`config.mk`:
```
export PLATFORM = sky130hd
export DESIGN_NAME = waveform_buffer_reader
export DESIGN_NICKNAME = d
export VERILOG_FILES = /design/src/rtl/wvb_reader_pkg.sv /design/src/rtl/wvb_reader_out_fifo.sv /design/src/rtl/waveform_buffer_reader.sv
export SDC_FILE = /design/constraint.sdc
export NUM_CORES = 1
export LEC_CHECK = 0
export BUFFER_PORTS_ARGS = -buffer_cell sky130_fd_sc_hd__buf_4
export CORE_UTILIZATION = 50
export CTS_CLUSTER_DIAMETER = 120
export DETAILED_ROUTE_END_ITERATION = 16
export HOLD_SLACK_MARGIN = 0.05
export PLACE_DENSITY = 0.65
export SKIP_CTS_REPAIR_TIMING = 1
export SLEW_MARGIN = 10
export SYNTH_ARGS = -nofsm -noshare
export SYNTH_HDL_FRONTEND = slang
export SYNTH_HIERARCHICAL = 1
export SYNTH_SLANG_ARGS = --single-unit
```
`constraint.sdc`:
```
create_clock -name clk -period 5.3 [get_ports clk]
set_input_delay 1.06 -clock clk [delete_from_list [all_inputs] [get_ports clk]]
set_output_delay 1.06 -clock clk [all_outputs]
set_load 0.01 [all_outputs]
```
`src/rtl/wvb_reader_pkg.sv`:
```
// Shared types and constants for the waveform buffer reader.
package wvb_reader_pkg;

  typedef enum logic [2:0] {
    S_IDLE,
    S_POP,
    S_LATCH,
    S_HDR_OUT,
    S_SAMPLES,
    S_DRAIN,
    S_DONE
  } state_t;

  localparam int unsigned START_LSB = 0;
  localparam int unsigned STOP_LSB  = 15;
  localparam int unsigned HDR_WORDS = 3;
  localparam int unsigned OUT_WIDTH = 32;

  typedef struct packed {
    logic                 last;
    logic [OUT_WIDTH-1:0] data;
  } out_word_t;

endpackage

```
`src/rtl/wvb_reader_out_fifo.sv`:
```
// Synchronous FIFO with a registered output stage; count includes the output register.
module wvb_reader_out_fifo #(
  parameter int unsigned P_WIDTH = 33,
  parameter int unsigned P_DEPTH = 8
) (
  input  logic                       clk,
  input  logic                       rst,
  input  logic                       push,
  input  logic [P_WIDTH-1:0]         push_data,
  input  logic                       ready,
  output logic [P_WIDTH-1:0]         out_data,
  output logic                       out_valid,
  output logic [$clog2(P_DEPTH):0]   count
);

  localparam int unsigned AW = $clog2(P_DEPTH);
  localparam int unsigned CW = AW + 1;

  logic [P_WIDTH-1:0] mem [P_DEPTH];
  logic [AW-1:0]      wr_ptr, rd_ptr;
  logic [CW-1:0]      mem_count;
  logic               load_c, mem_rd_c, mem_wr_c;

  // Output register refills from memory first; bypasses a push only when memory is empty.
  always_comb begin
    load_c   = !out_valid || ready;
    mem_rd_c = load_c && (mem_count != '0);
    mem_wr_c = push && !(load_c && (mem_count == '0));
  end

  always_ff @(posedge clk) begin
    if (mem_wr_c) mem[wr_ptr] <= push_data;
  end

  always_ff @(posedge clk) begin
    if (rst) begin
      wr_ptr    <= '0;
      rd_ptr    <= '0;
      mem_count <= '0;
      out_data  <= '0;
      out_valid <= 1'b0;
      count     <= '0;
    end else begin
      if (load_c) begin
        if (mem_rd_c) begin
          out_data  <= mem[rd_ptr];
          out_valid <= 1'b1;
        end else if (push) begin
          out_data  <= push_data;
          out_valid <= 1'b1;
        end else begin
          out_valid <= 1'b0;
        end
      end
      if (mem_rd_c) rd_ptr <= rd_ptr + AW'(1);
      if (mem_wr_c) wr_ptr <= wr_ptr + AW'(1);
      mem_count <= mem_count + CW'(mem_wr_c) - CW'(mem_rd_c);
      count     <= count + CW'(push) - CW'(out_valid && ready);
    end
  end

endmodule

```
`src/rtl/waveform_buffer_reader.sv`:
```
// Drains one stored waveform per header: header words then samples on a valid/ready stream.
// Optional EOE marker checking is built when WVB_READER_EOE_CHECK_EN is defined.
module waveform_buffer_reader
  import wvb_reader_pkg::*;
#(
  parameter int unsigned P_DATA_WIDTH     = 28,
  parameter int unsigned P_ADR_WIDTH      = 15,
  parameter int unsigned P_HDR_WIDTH      = 87,
  parameter int unsigned P_RD_LATENCY     = 1,
  parameter int unsigned P_OUT_FIFO_DEPTH = 8
) (
  input  logic                    clk,
  input  logic                    rst,
  input  logic [P_HDR_WIDTH-1:0]  hdr_data,
  input  logic                    hdr_empty,
  output logic                    hdr_rdreq,
  input  logic [P_DATA_WIDTH-1:0] wvb_data,
  output logic [P_ADR_WIDTH-1:0]  wvb_rd_addr,
  output logic [OUT_WIDTH-1:0]    dout,
  output logic                    dout_valid,
  input  logic                    dout_ready,
  output logic                    dout_last,
  output logic [P_ADR_WIDTH-1:0]  rd_free_addr,
  output logic                    busy,
  output logic                    eoe_err
);

  localparam int unsigned CW = $clog2(P_OUT_FIFO_DEPTH) + 1;

  state_t                  state;
  logic [P_HDR_WIDTH-1:0]  hdr_q;
  logic [P_ADR_WIDTH-1:0]  cur_addr, stop_addr;
  logic [1:0]              word_idx;
  logic [P_RD_LATENCY:0]   rd_pipe, last_pipe;
  logic [CW-1:0]           fifo_count;
  out_word_t               push_word_c, fifo_out;
  logic                    push_c, space_c, credit_ok_c, issue_c, issue_last_c;
  int unsigned             inflight_c;

  // Reads still on their way to the FIFO are charged against its free space.
  always_comb begin
    inflight_c = 0;
    for (int unsigned i = 0; i <= P_RD_LATENCY; i++) inflight_c = inflight_c + 32'(rd_pipe[i]);
    credit_ok_c  = (32'(fifo_count) + inflight_c) < P_OUT_FIFO_DEPTH;
    space_c      = fifo_count < CW'(P_OUT_FIFO_DEPTH);
    issue_c      = (state == S_SAMPLES) && credit_ok_c;
    issue_last_c = issue_c && (cur_addr == stop_addr);
  end

  always_comb begin
    push_c      = 1'b0;
    push_word_c = '0;
    if (rd_pipe[P_RD_LATENCY]) begin
      push_c           = 1'b1;
      push_word_c.last = last_pipe[P_RD_LATENCY];
      push_word_c.data = OUT_WIDTH'(wvb_data);
    end else if ((state == S_HDR_OUT) && space_c) begin
      push_c = 1'b1;
      case (word_idx)
        2'd0:    push_word_c.data = hdr_q[31:0];
        2'd1:    push_word_c.data = hdr_q[63:32];
        default: push_word_c.data = OUT_WIDTH'(hdr_q[P_HDR_WIDTH-1:64]);
      endcase
    end
  end

  // Bit 0 of each pipe stage lines up with wvb_rd_addr; the top bit with returning wvb_data.
  always_ff @(posedge clk) begin
    if (rst) begin
      rd_pipe   <= '0;
      last_pipe <= '0;
    end else begin
      rd_pipe   <= {rd_pipe[P_RD_LATENCY-1:0], issue_c};
      last_pipe <= {last_pipe[P_RD_LATENCY-1:0], issue_last_c};
    end
  end

  always_ff @(posedge clk) begin
    if (rst) begin
      state        <= S_IDLE;
      hdr_rdreq    <= 1'b0;
      busy         <= 1'b0;
      hdr_q        <= '0;
      cur_addr     <= '0;
      stop_addr    <= '0;
      word_idx     <= '0;
      wvb_rd_addr  <= '0;
      rd_free_addr <= '0;
    end else begin
      case (state)
        S_IDLE: if (!hdr_empty) begin
          state     <= S_POP;
          hdr_rdreq <= 1'b1;
          busy      <= 1'b1;
        end
        S_POP: begin
          hdr_rdreq <= 1'b0;
          state     <= S_LATCH;
        end
        S_LATCH: begin
          hdr_q     <= hdr_data;
          cur_addr  <= hdr_data[START_LSB +: P_ADR_WIDTH];
          stop_addr <= hdr_data[STOP_LSB +: P_ADR_WIDTH];
          word_idx  <= '0;
          state     <= S_HDR_OUT;
        end
        S_HDR_OUT: if (space_c) begin
          word_idx <= word_idx + 2'd1;
          if (word_idx == 2'(HDR_WORDS - 1)) state <= S_SAMPLES;
        end
        S_SAMPLES: if (issue_c) begin
          wvb_rd_addr <= cur_addr;
          cur_addr    <= cur_addr + P_ADR_WIDTH'(1);
          if (issue_last_c) state <= S_DRAIN;
        end
        S_DRAIN: if ((fifo_count == '0) && (rd_pipe == '0)) state <= S_DONE;
        S_DONE: begin
          rd_free_addr <= stop_addr + P_ADR_WIDTH'(1);
          busy         <= 1'b0;
          state        <= S_IDLE;
        end
        default: state <= S_IDLE;
      endcase
    end
  end

  wvb_reader_out_fifo #(
    .P_WIDTH ($bits(out_word_t)),
    .P_DEPTH (P_OUT_FIFO_DEPTH)
  ) u_fifo (
    .clk       (clk),
    .rst       (rst),
    .push      (push_c),
    .push_data (push_word_c),
    .ready     (dout_ready),
    .out_data  (fifo_out),
    .out_valid (dout_valid),
    .count     (fifo_count)
  );

  assign dout      = fifo_out.data;
  assign dout_last = fifo_out.last;

`ifdef WVB_READER_EOE_CHECK_EN
  logic eoe_q;
  // EOE must be set exactly on the final sample of each waveform.
  always_ff @(posedge clk) begin
    if (rst) eoe_q <= 1'b0;
    else if (rd_pipe[P_RD_LATENCY] && (wvb_data[0] != last_pipe[P_RD_LATENCY])) eoe_q <= 1'b1;
  end
  assign eoe_err = eoe_q;
`else
  assign eoe_err = 1'b0;
`endif

endmodule
```
==> out/qor.yml, run 1 <==
drive_above_1_share_pct: 17.8
avgSynthCellArea_um2: 11.5
grt_pass1_vias: 12700
seq_area_mm2: 0.0118
crit_path_max_incr_delay_ps: 850
core_mm2: 0.0376
setup_slack_ps: 1590
criticalPathCategory: "flop to flop"
synth_edf_count: 264
clockBufferDepth: 3
ys_ff_latch: 458
slew_viol_final: 0
wire_per_inst_um: 20.8
hold_class: "flop to flop"
yosys_warnings: 6
place_ws_ps: 1630
die_w_um: 197
gr-total-overflow: 0
finClkSkew_ps: 22.3
cp_top_family: "simple AND/OR/NAND/NOR gates"
clock_latency_ps: 560
totalWireLength_mm: 48.8
status: "finished clean"
relSlewSlack_pct: 16.8
ios: 186
worstPathArrival_ps: 4110
setup-tns-final_ps: 0
p_per_area_mw_per_mm2: 460
hold_viol: 0
end_kind: "flop"
synth_flop_cell: "edfxtp_1"
tightest_slew_ps: 1240
dpl_cell_area_mm2: 0.0209
drtAntennaViolNets: 0
track_usage_pct: 25.1
async_reset_ff_share_pct: 0
num_vias: 13500
cts_tree: "yes"
synth_top_family_by_area: "compound AO/OA/AOI/OAI gates"
root_buffer: "clkbuf_16"
cts_made_buffers: 47
hpwl_mm: 31.9
critPathMaxFanout: 34
synthSimpleGateAreaFrac_pct: 9.66
fill_cells: 3035
syn_to_final_growth_pct: 17.3
path_cells: "nand2b_1, or3b_2, nand2b_1, o21ai_2, ha_1, inv_1, ha_1, fa_1, xnor2_1, nor2_1"
cts_max_level: 2
drt-vias-per-instance: 5.76
port_buffers: 184
setup_viol: 0
multiInputGateArea_mm2: 0.00661
finish.utilization_pct: 59.6
clk_pin_slew_ps: 60
firstDrtPassIters: 5
ys_seq_area_share_pct: 61.9
finalCritPeriodShare_pct: 70.0
drtIter0Drc: 1247
synth-xor-area-share_pct: 1.70
synth_fp_nets: 1796
startpoint_type: "flop"
leakage_nw: 8.12
grt_pass1_wl_mm: 75.1
numClockSinks: 458
maxCapViolations: 0
critPathBufInv: 1
drc: 0
period_needed_ps: 3710
irDropWorstVdd_uv: 232
start_util_pct: 50.8
cpMaxStageDelayCell: "or3b_2"
fmax_ghz: 0.270
antenna_found_initial: 0
synth_area_mm2: 0.0191
synth_cells: 1658
synth_compound_area_share_pct: 14.5
postLayoutCellArea_mm2: 0.0224
die_h_um: 197
gp_congestion: 0.894
rsz0062_at_grt: "false"
synthAdderAreaFrac_pct: 1.32
grt_max_degree: 75
synth.mux.area_fraction_pct: 7.11
nets: 1929
rows: 71
dieArea_mm2: 0.0390
ys_types: 67
crit_required_ps: 5700
final timing paths:
path / slack (ps) / startpoint / cells past startpoint / end
max: 1590 / state[1]$_SDFFE_PP0P_ / 10 / u_fifo/mem_count[2]$_SDFF_PP0_
min: 440 / last_pipe[0]$_SDFF_PP0_ / 1 / last_pipe[1]$_SDFF_PP0_
max reg2reg: 1590 / state[1]$_SDFFE_PP0P_ / 10 / u_fifo/mem_count[2]$_SDFF_PP0_
min reg2reg: 440 / last_pipe[0]$_SDFF_PP0_ / 1 / last_pipe[1]$_SDFF_PP0_
worst register-to-register path: stages, from the launching register on:
cell and delay (ps):
dfxtp_1 590, nand2b_1 270, or3b_2 860, nand2b_1 480, o21ai_2 160, ha_1 310, inv_1 40, ha_1 220
fa_1 450, xnor2_1 150, nor2_1 50
final cells by class:
type	instances	area share, %
clock inverters	15	0.480
diodes	1	0.0112
well taps	511	2.85
inverters	24	0.402
clock buffers	73	6.32
flip-flops and latches	458	52.8
multi-input cells	1034	29.5
repair buffers	226	7.65
power breakdown:
group	leakage, nW	total [mW]	internal, mW	switching, mW
clock	0.751	3.22	1.89	1.33
combinational	3.27	2.54	1.07	1.46
sequential	4.10	4.56	4.11	0.444
total	8.12	10.3	7.07	3.24
through the flow:
stage | cells | hold WS, ps | total power, mW
floorplan | 1658 | 414 | 6.30
global placement | 2253 | 421 | 7.10
detailed placement | 2253 | 428 | 7.15
CTS | 2341 | 439 | 10.4
global route | 2341 | 456 | 10.8
finish | 2342 | 437 | 10.3
cells by family (layout without fill, tap and decap cells):
family | count (synthesis) | in the layout
DFF | 458 | 458
xor gates and xnor gates | 37 | 37
other | 1 | 2
muxes | 133 | 133
and+or+nand+nor | 428 | 428
buffers and inverters | 166 | 338
adders and majority gates | 19 | 19
AOI/OAI and AO/OA | 416 | 416
placed cells by master (no fill, tap or decap), types with 22 or more instances in the layout:
cell type and instances:
mux2i_1 131, a21oi_1 151, nand2_1 292, a22o_1 26, inv_1 24, o22ai_1 38, nor2_1 31, edfxtp_1 264
xor2_1 22, dfxtp_1 192, o31ai_1 25, a22oi_1 109, buf_4 224, clkbuf_16 49
synth_stat cells, drive strengths merged (8+ instances only):
cell type / count / area share, %
inv: 24 / 0.47
a21oi: 151 / 4.0
a22oi: 109 / 4.3
clkbuf: 106 / 2.1
o21ai: 21 / 0.63
o22ai: 38 / 1.2
o32ai: 9 / 0.41
nand2: 292 / 5.7
buf: 36 / 1.3
mux2i: 131 / 6.9
o31ai: 28 / 1.1
nor2: 39 / 0.77
nand4: 11 / 0.36
nor4: 12 / 0.39
nand3: 13 / 0.34
dfxtp: 194 / 20
xor2: 22 / 1.0
a22o: 26 / 1.2
xnor2: 15 / 0.69
nor2b: 8 / 0.26
nor3: 22 / 0.60
ha: 17 / 1.1
edfxtp: 264 / 42
metal layers:
metal	global-route usage (%)	wire, µm	part of all wire (%)
met1	36.9	21900	45
met2	39.2	22500	46
met3	3.93	3670	7.5
met4	5.14	732	1.5
met5	0	0	0
state kept, by name, summed over array words and instances (netlist names), named ones only:
name / flops
u_fifo/rd_ptr: 3
state: 3
u_fifo/out_valid: 1
u_fifo/mem_count: 4
cur_addr: 15
wvb_rd_addr: 15
busy: 1
hdr_rdreq: 1
rd_free_addr: 15
word_idx: 2
u_fifo/wr_ptr: 3
u_fifo/count: 4
last_pipe: 2
rd_pipe: 2
u_fifo/mem: 264
u_fifo/out_data: 33
hdr_q: 87
No activity file was read; power rests on OpenSTA's default activity.
==> run 2: changes to the inputs <==
--- a/config.mk
+++ b/config.mk
@@ -5,12 +5,13 @@
 export SDC_FILE = /design/constraint.sdc
 export NUM_CORES = 1
 export LEC_CHECK = 0
+export ABC_AREA = 1
 export BUFFER_PORTS_ARGS = -buffer_cell sky130_fd_sc_hd__buf_4
 export CORE_UTILIZATION = 50
 export CTS_CLUSTER_DIAMETER = 120
 export DETAILED_ROUTE_END_ITERATION = 16
 export HOLD_SLACK_MARGIN = 0.05
-export PLACE_DENSITY = 0.65
+export PLACE_DENSITY = 0.68
 export SKIP_CTS_REPAIR_TIMING = 1
 export SLEW_MARGIN = 10
 export SYNTH_ARGS = -nofsm -noshare
==> constraint.sdc (replaced) <==
create_clock -name clk -period 3.2 [get_ports clk]
set_input_delay 0.64 -clock clk [delete_from_list [all_inputs] [get_ports clk]]
set_output_delay 0.64 -clock clk [all_outputs]
set_load 0.01 [all_outputs]
==> run 2 against run 1 <==
Against the previous run: wire length is 9.9% higher; critical path type unchanged; combinational power up 150%; maximum frequency up 46%; core utilization decreased by 0.12 points; non-clock buffer count up 2; total power up 89%; cell count rose by 30%; synthesized area increased by 7.0%; largest cell class unchanged; clock skew decreased by 1.6 ps; critical endpoint is now u_fifo/out_data[5]$_SDFFE_PP0P_.
==> out/qor.yml, run 2 <==
synth_area_leaders: "edfxtp_1 (39%), dfxtp_1 (19%), nand2_1 (10%)"
synth.mux.area_fraction_pct: 0  # -7.1 points
hold_depth: 3  # +2
synthSimpleGateAreaFrac_pct: 19.3  # +9.7 points
clk_pin_slew_ps: 60  # about the same
yosys_warnings: 6  # unchanged
hold_class: "primary input to flop"
drtAntennaViolNets: 0  # unchanged
r2r_start: "word_idx[0]$_SDFFE_PP0P_"
async_reset_ff_share_pct: 0  # unchanged
core_mm2: 0.0400  # +6.5%
nets: 2622  # +36%
num_vias: 16200  # +20%
crit_top_cell: "a21oi_1"
synthAdderAreaFrac_pct: 1.24  # -0.087 points
seq_area_mm2: 0.0118  # unchanged
r2r_cells: 8  # -2
synth_top_family_by_area: "simple AND/OR/NAND/NOR gates"
wire_per_inst_um: 17.6  # -16%
min-delay-start: "hdr_data[69]"
cp_top_family: "compound AO/OA/AOI/OAI gates"
drive_above_1_share_pct: 14.0  # -3.8 points
finish.utilization_pct: 59.5  # -0.12 points
avgSynthCellArea_um2: 8.76  # -24%
p_per_area_mw_per_mm2: 819  # +78%
ys_types: 47  # -30%
firstDrtPassIters: 5  # unchanged
multiInputGateArea_mm2: 0.00657  # -0.64%
fill_cells: 3494  # +15%
end_kind: "flop"
cts_tree: "yes"
critPathMaxFanout: 21  # -38%
dieArea_mm2: 0.0417  # +6.9%
clock_latency_ps: 590  # +30 ps
synth_edf_count: 264  # unchanged
regMostFlops: "u_fifo/mem"
finClkSkew_ps: 20.7  # -1.60 ps
crit_path_max_incr_delay_ps: 800  # -50 ps
worstPathArrival_ps: 3070  # -1040 ps
setup_viol: 0  # unchanged
hpwl_mm: 34.9  # +9.3%
layout_commonest_cell: "nand2_1"
synth_common_cells: "nand2_1 (551), inv_1 (355), edfxtp_1 (264)"
totalWireLength_mm: 53.6  # +9.9%
ys_seq_area_share_pct: 57.8  # -4.1 points
reg2reg_slack_ps: 650  # -940 ps
synth_flop_cell: "edfxtp_1"
antenna-diode-count: 0  # -1
die_w_um: 204  # +3.4%
maxCapViolations: 0  # unchanged
finalCritPeriodShare_pct: 79.6  # +9.6 points
relSlewSlack_pct: 29.6  # +13 points
crit_path_start: "word_idx[0]$_SDFFE_PP0P_"
grt_pass1_wl_mm: 83.7  # +11%
grt_pass1_vias: 15300  # +20%
final_cell_mix: "nand2_1 (551), inv_1 (353), edfxtp_1 (264)"
track_usage_pct: 25.9  # +0.82 points
root_buffer: "clkbuf_16"
antenna_found_initial: 0  # unchanged
ios: 186  # unchanged
criticalPathCategory: "flop to flop"
ys_ff_latch: 458  # unchanged
rsz0062_at_grt: "false"
numClockSinks: 458  # unchanged
cpMaxStageDelayCell: "o21ai_0"
status: "finished clean"
tightest_slew_ps: 1040  # -193 ps
synth_top_area_share_pct: 38.8  # -2.7 points
timing.rr.end: "u_fifo/out_data[5]$_SDFFE_PP0P_"
start_util_pct: 51.1  # +0.26 points
synth_cells: 2331  # +41%
startpoint_type: "flop"
synth_fp_nets: 2469  # +37%
crit_required_ps: 3730  # -1970 ps
fmax_ghz: 0.393  # +46%
grt_max_degree: 133  # +77%
cts_max_level: 2  # unchanged
port_buffers: 184  # unchanged
irDropWorstVdd_uv: 726  # +210%
drtIter0Drc: 1163  # -6.7%
slew_viol_final: 0  # unchanged
clockBufferDepth: 3  # unchanged
synth_compound_area_share_pct: 10.7  # -3.8 points
dp_cells: 2959  # +31%
critPathBufInv: 2  # +1
period_needed_ps: 2550  # -1160 ps
syn_to_final_growth_pct: 16.5
synth-xor-area-share_pct: 0.729  # -0.97 points
path_cells: "inv_1, ha_1, nor2_1, buf_4, a21oi_1, o21ai_0, a21oi_1, a21oi_1"
gp_congestion: 0.931  # +4.1%
die_h_um: 204  # +3.4%
holdPathEnd: "hdr_q[69]$_SDFFE_PP0P_"
largestRegisters: "u_fifo/mem: 264 flops, hdr_q: 87 flops, u_fifo/out_data: 33 flops"
drt-vias-per-instance: 5.31  # -7.8%
drc: 0  # unchanged
final_cells: 3049  # +30%
hold_viol: 0  # unchanged
leakage_nw: 10.2  # +26%
yosys.area.top_type: "edfxtp_1"
largest_register_ffs: 264  # unchanged
gr-total-overflow: 0  # unchanged
cts_made_buffers: 48  # +2.1%
yosysMostFrequentCell: "nand2_1"
rows: 73  # +2.8%
synth_area_mm2: 0.0204  # +7.0%
## run 2: cell types whose count changed after synthesis, sizes merged, moves of 26 or more
cell / previous run / this run
a22o: 26 / 0
a21oi: 151 / 190
o21ai: 21 / 158
nand2: 292 / 556
mux2i: 131 / 0
o31ai: 28 / 0
nand3: 13 / 226
a22oi: 109 / 0
buf: 36 / 85
nor2: 39 / 125
inv: 24 / 366
clkbuf: 106 / 40
## run 2: worst reg2reg max path: stages (launching register included)
cell	delay, ps
dfxtp_1	350
inv_1	80
ha_1	270
nor2_1	210
buf_4	290
a21oi_1	140
o21ai_0	800
a21oi_1	150
a21oi_1	180
## run 2: worst max path at each step
| stage | endpoint | cells after the start |
|---|---|---|
| after floorplan | u_fifo/mem[0][0]$_DFFE_PP_ | 8 |
| after global placement | u_fifo/mem_count[2]$_SDFF_PP0_ | 12 |
| after detailed placement | u_fifo/mem_count[2]$_SDFF_PP0_ | 12 |
| after CTS | u_fifo/out_data[5]$_SDFFE_PP0P_ | 8 |
| after global routing | u_fifo/out_data[5]$_SDFFE_PP0P_ | 8 |
| final | u_fifo/out_data[5]$_SDFFE_PP0P_ | 8 |
## run 2: routing by layer
layer,up-vias,track usage [%],wire length [µm]
met1,7569,35.4,23400
li1,7898,-,-
met3,115,3.91,3730
met2,611,41.9,24900
met5,-,0,0
met4,0,8.90,1660
## run 2: final cells by class
cell class | count | share of cell area [%]
clock buffers | 64 | 5.70
clock inverters | 26 | 1.01
inverters | 367 | 5.81
multi-input cells | 1381 | 27.6
flip-flops and latches | 458 | 49.7
well taps | 525 | 2.76
repair buffers | 228 | 7.46
## run 2: cells by family (layout without fill, tap and decap cells)
logic type | after synthesis | after routing
simple gates | 938 | 938
buf+inv | 492 | 685
flops | 458 | 458
compound gates | 406 | 406
fa+ha+maj | 19 | 19
xor+xnor | 17 | 17
other cells | 1 | 1
## run 2: where the power goes
part / leakage, nW / total, mW / internal (mW) / switching (mW)
clock: 0.785 / 5.60 / 3.24 / 2.36
sequential: 4.03 / 7.58 / 7.01 / 0.569
combinational: 5.43 / 6.31 / 2.10 / 4.21
## run 2: through the flow
| stage | TNS [ps] | hold slack (ps) | power (mW) | area (µm²) | worst slack (ps) |
|---|---|---|---|---|---|
| finish | 0 | 281 | 19.5 | 23800 | 653 |
| global route | 0 | 271 | 20.6 | 23800 | 422 |
| floorplan | -7040 | 388 | 12.1 | 20400 | -53.3 |
| CTS | 0 | 263 | 19.6 | 23800 | 673 |
| global placement | 0 | 399 | 13.8 | 22200 | 723 |
| detailed placement | 0 | 399 | 13.9 | 22200 | 685 |
